$ cat src/rtl/ledwalker_pkg.sv
// Shared constants and types for the Wishbone-controlled LED walker.
package ledwalker_pkg;

    localparam int unsigned WB_AW = 2;
    localparam int unsigned WB_DW = 32;

    localparam logic [WB_AW-1:0] ADDR_CTRL   = 2'd0;
    localparam logic [WB_AW-1:0] ADDR_DIV    = 2'd1;
    localparam logic [WB_AW-1:0] ADDR_ABORT  = 2'd2;
    localparam logic [WB_AW-1:0] ADDR_STATUS = 2'd3;

    localparam logic MODE_BOUNCE = 1'b0;
    localparam logic MODE_WRAP   = 1'b1;

    localparam int unsigned PASS_W        = 8;
    localparam int unsigned CTRL_MODE_BIT = 0;
    localparam int unsigned CTRL_PASS_LSB = 8;

    localparam int unsigned STAT_BUSY_BIT = 0;
    localparam int unsigned STAT_PEND_BIT = 1;
    localparam int unsigned STAT_MODE_BIT = 2;
    localparam int unsigned STAT_PASS_LSB = 8;
    localparam int unsigned STAT_POS_LSB  = 16;
    localparam int unsigned STAT_POS_W    = 5;

    // Walk request as written through CTRL
    typedef struct packed {
        logic [PASS_W-1:0] passes;
        logic              mode;
    } walk_req_t;

    typedef enum logic {
        S_IDLE = 1'b0,
        S_RUN  = 1'b1
    } state_t;

endpackage

$ cat src/rtl/ledwalker_wb_if.sv
// Wishbone pipelined slave bus bundle; signal names are from the slave's view.
interface ledwalker_wb_if;
    import ledwalker_pkg::*;

    logic             i_wb_cyc;
    logic             i_wb_stb;
    logic             i_wb_we;
    logic [WB_AW-1:0] i_wb_addr;
    logic [WB_DW-1:0] i_wb_data;
    logic             o_wb_stall;
    logic             o_wb_ack;
    logic [WB_DW-1:0] o_wb_data;

    modport slave (
        input  i_wb_cyc, i_wb_stb, i_wb_we, i_wb_addr, i_wb_data,
        output o_wb_stall, o_wb_ack, o_wb_data
    );

    modport master (
        output i_wb_cyc, i_wb_stb, i_wb_we, i_wb_addr, i_wb_data,
        input  o_wb_stall, o_wb_ack, o_wb_data
    );

endinterface

$ cat src/rtl/ledwalker_step_timer.sv
// Step divider: each position lasts div+1 clocks; div is sampled only at reload.
module ledwalker_step_timer #(
    parameter int unsigned CW = 26
) (
    input  logic          i_clk,
    input  logic          i_reset,
    input  logic          i_run,
    input  logic [CW-1:0] i_div,
    output logic          o_step_c
);

    logic [CW-1:0] r_count;

    // Preload while stopped, reload on every step, otherwise count down
    always_ff @(posedge i_clk or posedge i_reset) begin
        if (i_reset) begin
            r_count <= '0;
        end else if (!i_run || (r_count == '0)) begin
            r_count <= i_div;
        end else begin
            r_count <= r_count - CW'(1);
        end
    end

    assign o_step_c = i_run && (r_count == '0);

endmodule

$ cat src/rtl/ledwalker_wb.sv
// LED walker with Wishbone register file, one-deep request queue and done pulse.
module ledwalker_wb
    import ledwalker_pkg::*;
#(
    parameter int unsigned NLEDS       = 8,
    parameter int unsigned CW          = 26,
    parameter int unsigned DEFAULT_DIV = 49_999_999
) (
    input  logic             i_clk,
    input  logic             i_reset,
    ledwalker_wb_if.slave    io_wb,
    output logic [NLEDS-1:0] o_led,
    output logic             o_busy,
    output logic             o_done
);

    localparam int unsigned PW = $clog2(NLEDS);
    localparam logic [PW-1:0] LAST_POS = PW'(NLEDS - 1);

    state_t            r_state;
    logic [PW-1:0]     r_pos;
    logic              r_dir;
    walk_req_t         r_req;
    logic              r_pend;
    walk_req_t         r_pend_req;
    logic [CW-1:0]     r_div;
    logic [NLEDS-1:0]  r_led;
    logic              r_busy;
    logic              r_done;
    logic              r_ack;
    logic [WB_DW-1:0]  r_rdata;

    state_t            w_state_nxt;
    logic [PW-1:0]     w_pos_nxt;
    logic              w_dir_nxt;
    walk_req_t         w_req_nxt;
    logic              w_pend_nxt;
    walk_req_t         w_pend_req_nxt;
    logic              w_done_nxt;
    logic [NLEDS-1:0]  w_led_nxt;
    logic              w_start;
    walk_req_t         w_start_req;

    logic              w_req;
    logic              w_wr_ctrl;
    logic              w_wr_div;
    logic              w_abort;
    walk_req_t         w_ctrl_req;
    logic              w_step;
    logic              w_pass_end;
    logic [WB_DW-1:0]  w_status;
    logic [WB_DW-1:0]  w_rdata;
    logic              w_unused;

    // Bus decode
    assign w_req     = io_wb.i_wb_cyc && io_wb.i_wb_stb;
    assign w_wr_ctrl = w_req && io_wb.i_wb_we && (io_wb.i_wb_addr == ADDR_CTRL);
    assign w_wr_div  = w_req && io_wb.i_wb_we && (io_wb.i_wb_addr == ADDR_DIV);
    assign w_abort   = w_req && io_wb.i_wb_we && (io_wb.i_wb_addr == ADDR_ABORT);
    assign w_ctrl_req.mode   = io_wb.i_wb_data[CTRL_MODE_BIT];
    assign w_ctrl_req.passes = io_wb.i_wb_data[CTRL_PASS_LSB +: PASS_W];
    assign w_unused  = &{1'b0, io_wb.i_wb_data};

    ledwalker_step_timer #(
        .CW (CW)
    ) u_timer (
        .i_clk    (i_clk),
        .i_reset  (i_reset),
        .i_run    (r_busy),
        .i_div    (r_div),
        .o_step_c (w_step)
    );

    // Last step of a pass: wrap ends at the top, bounce ends back at 0 heading down
    assign w_pass_end = (r_req.mode == MODE_BOUNCE) ? (r_dir && (r_pos == '0))
                                                    : (r_pos == LAST_POS);

    // State register and walk datapath
    always_ff @(posedge i_clk or posedge i_reset) begin
        if (i_reset) begin
            r_state    <= S_IDLE;
            r_pos      <= '0;
            r_dir      <= 1'b0;
            r_req      <= '0;
            r_pend     <= 1'b0;
            r_pend_req <= '0;
            r_led      <= '0;
            r_busy     <= 1'b0;
            r_done     <= 1'b0;
        end else begin
            r_state    <= w_state_nxt;
            r_pos      <= w_pos_nxt;
            r_dir      <= w_dir_nxt;
            r_req      <= w_req_nxt;
            r_pend     <= w_pend_nxt;
            r_pend_req <= w_pend_req_nxt;
            r_led      <= w_led_nxt;
            r_busy     <= (w_state_nxt == S_RUN);
            r_done     <= w_done_nxt;
        end
    end

    // Next-state: start, queue, step, pass wrap, completion and abort
    always_comb begin
        w_state_nxt    = r_state;
        w_pos_nxt      = r_pos;
        w_dir_nxt      = r_dir;
        w_req_nxt      = r_req;
        w_pend_nxt     = r_pend;
        w_pend_req_nxt = r_pend_req;
        w_done_nxt     = 1'b0;
        w_start        = 1'b0;
        w_start_req    = w_ctrl_req;

        case (r_state)
            S_IDLE: begin
                if (w_wr_ctrl) begin
                    w_start = 1'b1;
                end
            end
            S_RUN: begin
                if (w_wr_ctrl) begin
                    w_pend_nxt     = 1'b1;
                    w_pend_req_nxt = w_ctrl_req;
                end
                if (w_abort) begin
                    w_state_nxt      = S_IDLE;
                    w_pos_nxt        = '0;
                    w_dir_nxt        = 1'b0;
                    w_req_nxt.passes = '0;
                    w_pend_nxt       = 1'b0;
                end else if (w_step) begin
                    if (w_pass_end) begin
                        if (r_req.passes == PASS_W'(1)) begin
                            if (w_wr_ctrl) begin
                                w_start    = 1'b1;
                                w_pend_nxt = 1'b0;
                            end else if (r_pend) begin
                                w_start     = 1'b1;
                                w_start_req = r_pend_req;
                                w_pend_nxt  = 1'b0;
                            end else begin
                                w_state_nxt      = S_IDLE;
                                w_pos_nxt        = '0;
                                w_dir_nxt        = 1'b0;
                                w_req_nxt.passes = '0;
                                w_done_nxt       = 1'b1;
                            end
                        end else begin
                            w_pos_nxt = '0;
                            w_dir_nxt = 1'b0;
                            if (r_req.passes != '0) begin
                                w_req_nxt.passes = r_req.passes - PASS_W'(1);
                            end
                        end
                    end else if (r_req.mode == MODE_WRAP) begin
                        w_pos_nxt = r_pos + PW'(1);
                    end else if (!r_dir) begin
                        if (r_pos == LAST_POS) begin
                            w_pos_nxt = r_pos - PW'(1);
                            w_dir_nxt = 1'b1;
                        end else begin
                            w_pos_nxt = r_pos + PW'(1);
                        end
                    end else begin
                        w_pos_nxt = r_pos - PW'(1);
                    end
                end
            end
            default: begin
                w_state_nxt = S_IDLE;
            end
        endcase

        if (w_start) begin
            w_state_nxt = S_RUN;
            w_pos_nxt   = '0;
            w_dir_nxt   = 1'b0;
            w_req_nxt   = w_start_req;
        end

        w_led_nxt = (w_state_nxt == S_RUN) ? (NLEDS'(1) << w_pos_nxt) : '0;
    end

    // Register read mux
    always_comb begin
        w_status = '0;
        w_status[STAT_BUSY_BIT] = r_busy;
        w_status[STAT_PEND_BIT] = r_pend;
        w_status[STAT_MODE_BIT] = r_req.mode;
        w_status[STAT_PASS_LSB +: PASS_W]    = r_req.passes;
        w_status[STAT_POS_LSB +: STAT_POS_W] = STAT_POS_W'(r_pos);

        w_rdata = '0;
        case (io_wb.i_wb_addr)
            ADDR_DIV:    w_rdata = WB_DW'(r_div);
            ADDR_STATUS: w_rdata = w_status;
            default:     w_rdata = '0;
        endcase
    end

    // Bus response and divider register
    always_ff @(posedge i_clk or posedge i_reset) begin
        if (i_reset) begin
            r_ack   <= 1'b0;
            r_rdata <= '0;
            r_div   <= CW'(DEFAULT_DIV);
        end else begin
            r_ack   <= w_req;
            r_rdata <= (w_req && !io_wb.i_wb_we) ? w_rdata : '0;
            if (w_wr_div) begin
                r_div <= io_wb.i_wb_data[CW-1:0];
            end
        end
    end

    assign io_wb.o_wb_stall = 1'b0;
    assign io_wb.o_wb_ack   = r_ack;
    assign io_wb.o_wb_data  = r_rdata;
    assign o_led  = r_led;
    assign o_busy = r_busy;
    assign o_done = r_done;

endmodule

$ cat src/flat_wrapper.sv
// flat-port wrapper written by rule: the top's interface ports become plain ports
module ledwalker_wb_flat import ledwalker_pkg::*;
#(
    parameter int unsigned NLEDS       = 8,
    parameter int unsigned CW          = 26,
    parameter int unsigned DEFAULT_DIV = 49_999_999
)
  (i_clk, i_reset, o_led, o_busy, o_done, io_wb_i_wb_cyc, io_wb_i_wb_stb, io_wb_i_wb_we, io_wb_i_wb_addr, io_wb_i_wb_data, io_wb_o_wb_stall, io_wb_o_wb_ack, io_wb_o_wb_data);
  ledwalker_wb_if io_wb_i ();
  input  logic i_clk;
  input  logic i_reset;
  output logic [NLEDS-1:0] o_led;
  output logic o_busy;
  output logic o_done;
  input wire logic [$bits(io_wb_i.i_wb_cyc)-1:0] io_wb_i_wb_cyc;
  input wire logic [$bits(io_wb_i.i_wb_stb)-1:0] io_wb_i_wb_stb;
  input wire logic [$bits(io_wb_i.i_wb_we)-1:0] io_wb_i_wb_we;
  input wire logic [$bits(io_wb_i.i_wb_addr)-1:0] io_wb_i_wb_addr;
  input wire logic [$bits(io_wb_i.i_wb_data)-1:0] io_wb_i_wb_data;
  output wire logic [$bits(io_wb_i.o_wb_stall)-1:0] io_wb_o_wb_stall;
  output wire logic [$bits(io_wb_i.o_wb_ack)-1:0] io_wb_o_wb_ack;
  output wire logic [$bits(io_wb_i.o_wb_data)-1:0] io_wb_o_wb_data;
  assign io_wb_i.i_wb_cyc = io_wb_i_wb_cyc;
  assign io_wb_i.i_wb_stb = io_wb_i_wb_stb;
  assign io_wb_i.i_wb_we = io_wb_i_wb_we;
  assign io_wb_i.i_wb_addr = io_wb_i_wb_addr;
  assign io_wb_i.i_wb_data = io_wb_i_wb_data;
  assign io_wb_o_wb_stall = io_wb_i.o_wb_stall;
  assign io_wb_o_wb_ack = io_wb_i.o_wb_ack;
  assign io_wb_o_wb_data = io_wb_i.o_wb_data;
  ledwalker_wb #(.NLEDS(NLEDS), .CW(CW), .DEFAULT_DIV(DEFAULT_DIV)) u_core (.i_clk(i_clk), .i_reset(i_reset), .io_wb(io_wb_i), .o_led(o_led), .o_busy(o_busy), .o_done(o_done));
endmodule
$ cat config.mk
export PLATFORM = sky130hd
export DESIGN_NAME = ledwalker_wb_flat
export DESIGN_NICKNAME = d
export VERILOG_FILES = /design/src/rtl/ledwalker_pkg.sv /design/src/rtl/ledwalker_wb_if.sv /design/src/rtl/ledwalker_step_timer.sv /design/src/rtl/ledwalker_wb.sv /design/src/flat_wrapper.sv
export SDC_FILE = /design/constraint.sdc
export NUM_CORES = 1
export LEC_CHECK = 0
export BUFFER_PORTS_ARGS = -buffer_cell sky130_fd_sc_hd__buf_2
export CAP_MARGIN = 20
export CORE_MARGIN = 2
export CORE_UTILIZATION = 51
export CTS_CLUSTER_DIAMETER = 200
export DETAILED_ROUTE_END_ITERATION = 16
export HOLD_SLACK_MARGIN = 0.08
export PLACE_DENSITY = 0.7
export SLEW_MARGIN = 10
export SYNTH_ARGS = -nofsm -noshare
export SYNTH_HDL_FRONTEND = slang
export SYNTH_SLANG_ARGS = --single-unit
$ cat constraint.sdc
create_clock -name i_clk -period 5.2 [get_ports i_clk]
set_input_delay 0.52 -clock i_clk [delete_from_list [all_inputs] [get_ports i_clk]]
set_output_delay 0.52 -clock i_clk [all_outputs]
set_load 0.02 [all_outputs]
==> impl_metrics.py <==
metrics = {
    "status": {
        "status": "finished clean",
    },
    "cts": {
        "h-tree-depth": 3,
        "clock-sinks": 112,
        "cts_tree": "yes",
        "cts_hold_buffers": 0,
        "cts_buffers": 9,
        "clkLatencyLatePin_ns": 0.38,
        "cts.clk_slew.worst_paths_ns": 0.11,
        "cts_max_path_buffers": 2,
        "cts_root_buf": "clkbuf_8",
        "postCtsResizedCells": 0,
        "postCtsSetupBuffers": 0,
    },
    "detailed_routing": {
        "drc": 0,
        "vias": 3727,
        "firstDrtPassIters": 4,
        "post_drt_via_cell_ratio": 5.409,
        "drt_iter0_drc": 169,
        "final_antenna_net_count": 0,
        "wl_um": 10950,
        "avgRoutedWirePerCell_um": 15.89,
    },
    "final_layout": {
        "design_area_sq_um": 6060,
        "final_cells": 689,
        "nNetsFinal": 596,
        "syn_to_final_growth_pct": 11.21,
        "finish.utilization": 0.5843,
        "drive_above_1_share": 0.3074,
        "diodes": 0,
    },
    "hold_path": {
        "hold_path.class": "input port to async pin",
    },
    "pwr": {
        "irDropWorstVdd_mv": 0.1684,
        "switchingPower_mw": 0.8241,
        "p_int_mw": 1.586,
        "clkPwrFrac": 0.217,
        "powerDensity_nw_per_um2": 397.7,
        "p_total_mw": 2.410,
        "leakage_nw": 2.827,
        "switching_share": 0.3420,
        "power_frac_seq": 0.525,
        "combPwrFrac": 0.258,
    },
    "logic_synthesis": {
        "yosys_warnings": 0,
        "synth_area_leaders": "dfrtp_1, dfstp_2, mux2_2",
        "synthArstFlopShare": 1.000,
        "syn_area_sq_um": 5449,
        "yosysSeqAreaShare": 0.5185,
        "syn_avg_cell_area_sq_um": 11.21,
        "synth_edf_count": 0,
        "synth_cells": 486,
        "synth_top_area_share": 0.4317,
        "yosysTopAreaCell": "dfrtp_1",
        "ys_seq_elements": 112,
        "synth_cell_types": 68,
        "ys_dominant_reg_cell": "dfrtp_1",
    },
    "floorplan": {
        "pin_count": 83,
        "die_width_um": 107.4,
        "num_rows": 37,
        "die_h_um": 107.4,
        "die_area_sq_um": 11530,
        "initial_core_util": 0.5255,
        "coreArea_sq_um": 10370,
    },
    "grt": {
        "grt_usage": 0.2073,
        "antenna_found_initial": 0,
        "grt_first_pass_wirelength_um": 18730,
        "grt.overflow.total": 0,
        "grt_max_degree": 60,
        "grt_pass1_vias": 3798,
    },
    "setup_path": {
        "path_max_fanout": 11,
        "cpMostUsedCell": "a211oi_4",
        "cp.required_ns": 5.51,
        "critPathBufInv": 1,
        "cp_cell_sequence": "inv_1 > ha_1 > or4bb_1 > a211oi_4 > nand4_4 > a211oi_4 > nor2_2 > o22a_1 > o21ai_1",
        "start_kind": "register",
        "critPathSlowestCell": "or4bb_1",
        "end_kind": "register",
        "cpLargestDelayFamily": "compound AO/OA/AOI/OAI gates",
        "arrival_ns": 3.23,
        "crit_type": "register to register",
        "cpPeakStageDelay_ns": 0.50,
    },
    "timing": {
        "max_slew_margin": 0.3518,
        "fin_crit_ns": 2.916,
        "skew_ns": 0.01401,
        "rsz0062_at_grt": "no",
        "fmax_ghz": 0.3429,
        "hold_viol": 0,
        "drv_slew": 0,
        "period_share": 0.5609,
        "setup_viol": 0,
        "tightest_slew_ns": 0.9688,
        "tns_ns": 0,
    },
    "placed_design": {
        "placed_area_sq_um": 5862,
        "dp.cells": 673,
        "portBuffers": 69,
        "hpwl_um": 7644,
        "place.gp.congestion": 0.8837,
    },
    "job": {
        "maxCapViolCount": 0,
    },
}
==> state kept, by name (all words and copies together), names as in the netlist <==
register / count
u_core.r_div: 26
u_core.o_led: 8
u_core.r_pos: 3
u_core.r_pend: 1
u_core.io_wb.o_wb_ack: 1
u_core.o_done: 1
u_core.r_dir: 1
u_core.r_pend_req: 9
u_core.io_wb.o_wb_data: 26
u_core.r_state: 1
u_core.u_timer.r_count: 26
u_core.r_req: 9
==> cell usage after synthesis, types with 7 or more instances <==
| library cell | number |
|---|---|
| and2_1 | 14 |
| buf_4 | 7 |
| o21ai_1 | 21 |
| ha_1 | 9 |
| a21oi_1 | 8 |
| inv_1 | 10 |
| xnor2_1 | 13 |
| nor2_1 | 43 |
| xor2_1 | 12 |
| nor4_1 | 7 |
| dfstp_2 | 18 |
| nand2_1 | 47 |
| o21ai_0 | 16 |
| nand3_1 | 8 |
| mux2_2 | 36 |
| nor3_1 | 13 |
| dfrtp_1 | 94 |
| clkbuf_1 | 15 |
| mux2i_1 | 20 |
==> per-stage QoR <==
stage | hold WS (ns) | setup WS (ns)
global route | 0.3120 | 2.099
CTS | 0.2751 | 2.285
finish | 0.2654 | 2.284
floorplan | 0.4592 | 1.751
global placement | 0.4811 | 2.337
detailed placement | 0.4963 | 2.298
==> cell usage in the layout (no fill, tap or decap), types with 3 or more instances in the layout <==
cell / Yosys / layout
a21o_1: 3 / 3
a21oi_1: 8 / 8
and2_1: 14 / 14
and4_1: 3 / 3
buf_2: 0 / 69
buf_4: 7 / 3
clkbuf_8: 0 / 10
conb_1: 1 / 7
dfrtp_1: 94 / 94
dfstp_2: 18 / 18
ha_1: 9 / 9
inv_1: 10 / 9
mux2_2: 36 / 36
mux2i_1: 20 / 20
nand2_1: 47 / 47
nand2b_1: 3 / 3
nand3_1: 8 / 8
nand4_1: 4 / 4
nor2_1: 43 / 43
nor3_1: 13 / 13
nor3_2: 3 / 3
nor4_1: 7 / 7
o21ai_0: 16 / 16
o21ai_1: 21 / 21
xnor2_1: 13 / 13
xor2_1: 12 / 12
==> area by class of cell <==
class / count / area (sq um)
Fill cell: 898 / 4310
Sequential cell: 112 / 2825
Clock buffer: 11 / 141.4
Timing Repair Buffer: 72 / 367.9
Clock inverter: 5 / 56.30
Tap cell: 136 / 170.2
Multi-Input combinational cell: 343 / 2459
Inverter: 10 / 40.04
==> path summary, 6_finish.rpt <==
path / startpoint / endpoint / slack [ns] / cells after the start
max in group asynchronous: i_reset / u_core.u_timer.r_count[3]$_DFF_PP0_ / 3.80 / 3
hold / removal: i_reset / u_core.io_wb.o_wb_data[24]$_DFF_PP0_ / 0.27 / 2
setup / recovery: u_core.r_pos[0]$_DFF_PP0_ / u_core.r_req[3]$_DFFE_PP0P_ / 2.28 / 9
min in group i_clk: io_wb_i_wb_data[2] / u_core.r_div[2]$_DFFE_PP1P_ / 0.37 / 2
setup reg to reg: u_core.r_pos[0]$_DFF_PP0_ / u_core.r_req[3]$_DFFE_PP0P_ / 2.28 / 9
hold reg to reg: u_core.r_pend_req[4]$_DFFE_PP0P_ / u_core.r_pend_req[4]$_DFFE_PP0P_ / 0.51 / 1
==> power groups by stage <==
stage	clock network [mW]	registers (mW)	logic (mW)
final	0.523	1.27	0.621
after global routing	0.574	1.29	0.708
after CTS	0.535	1.26	0.624
after global placement	0	1.27	0.602
after detailed placement	0	1.28	0.619
after floorplan	0	1.22	0.528
==> cell families after synthesis <==
group / count (synthesis) / synth area share
AO/OA/AOI/OAI: 76 / 0.1013
XOR/XNOR: 25 / 0.04018
adder cells (fa/ha/maj): 9 / 0.02067
buffers and inverters: 37 / 0.03444
flip-flops: 112 / 0.5185
multiplexers: 56 / 0.1111
other: 1 / 0.0006882
AND/OR/NAND/NOR: 170 / 0.1731
==> layer usage <==
metal | track usage | wire [um]
met5 | 0 | 0
met1 | 0.2923 | 5240
met3 | 0.03329 | 537
met2 | 0.3201 | 4910
met4 | 0.08700 | 260
Note: power is estimated with default switching activity, not from simulation.
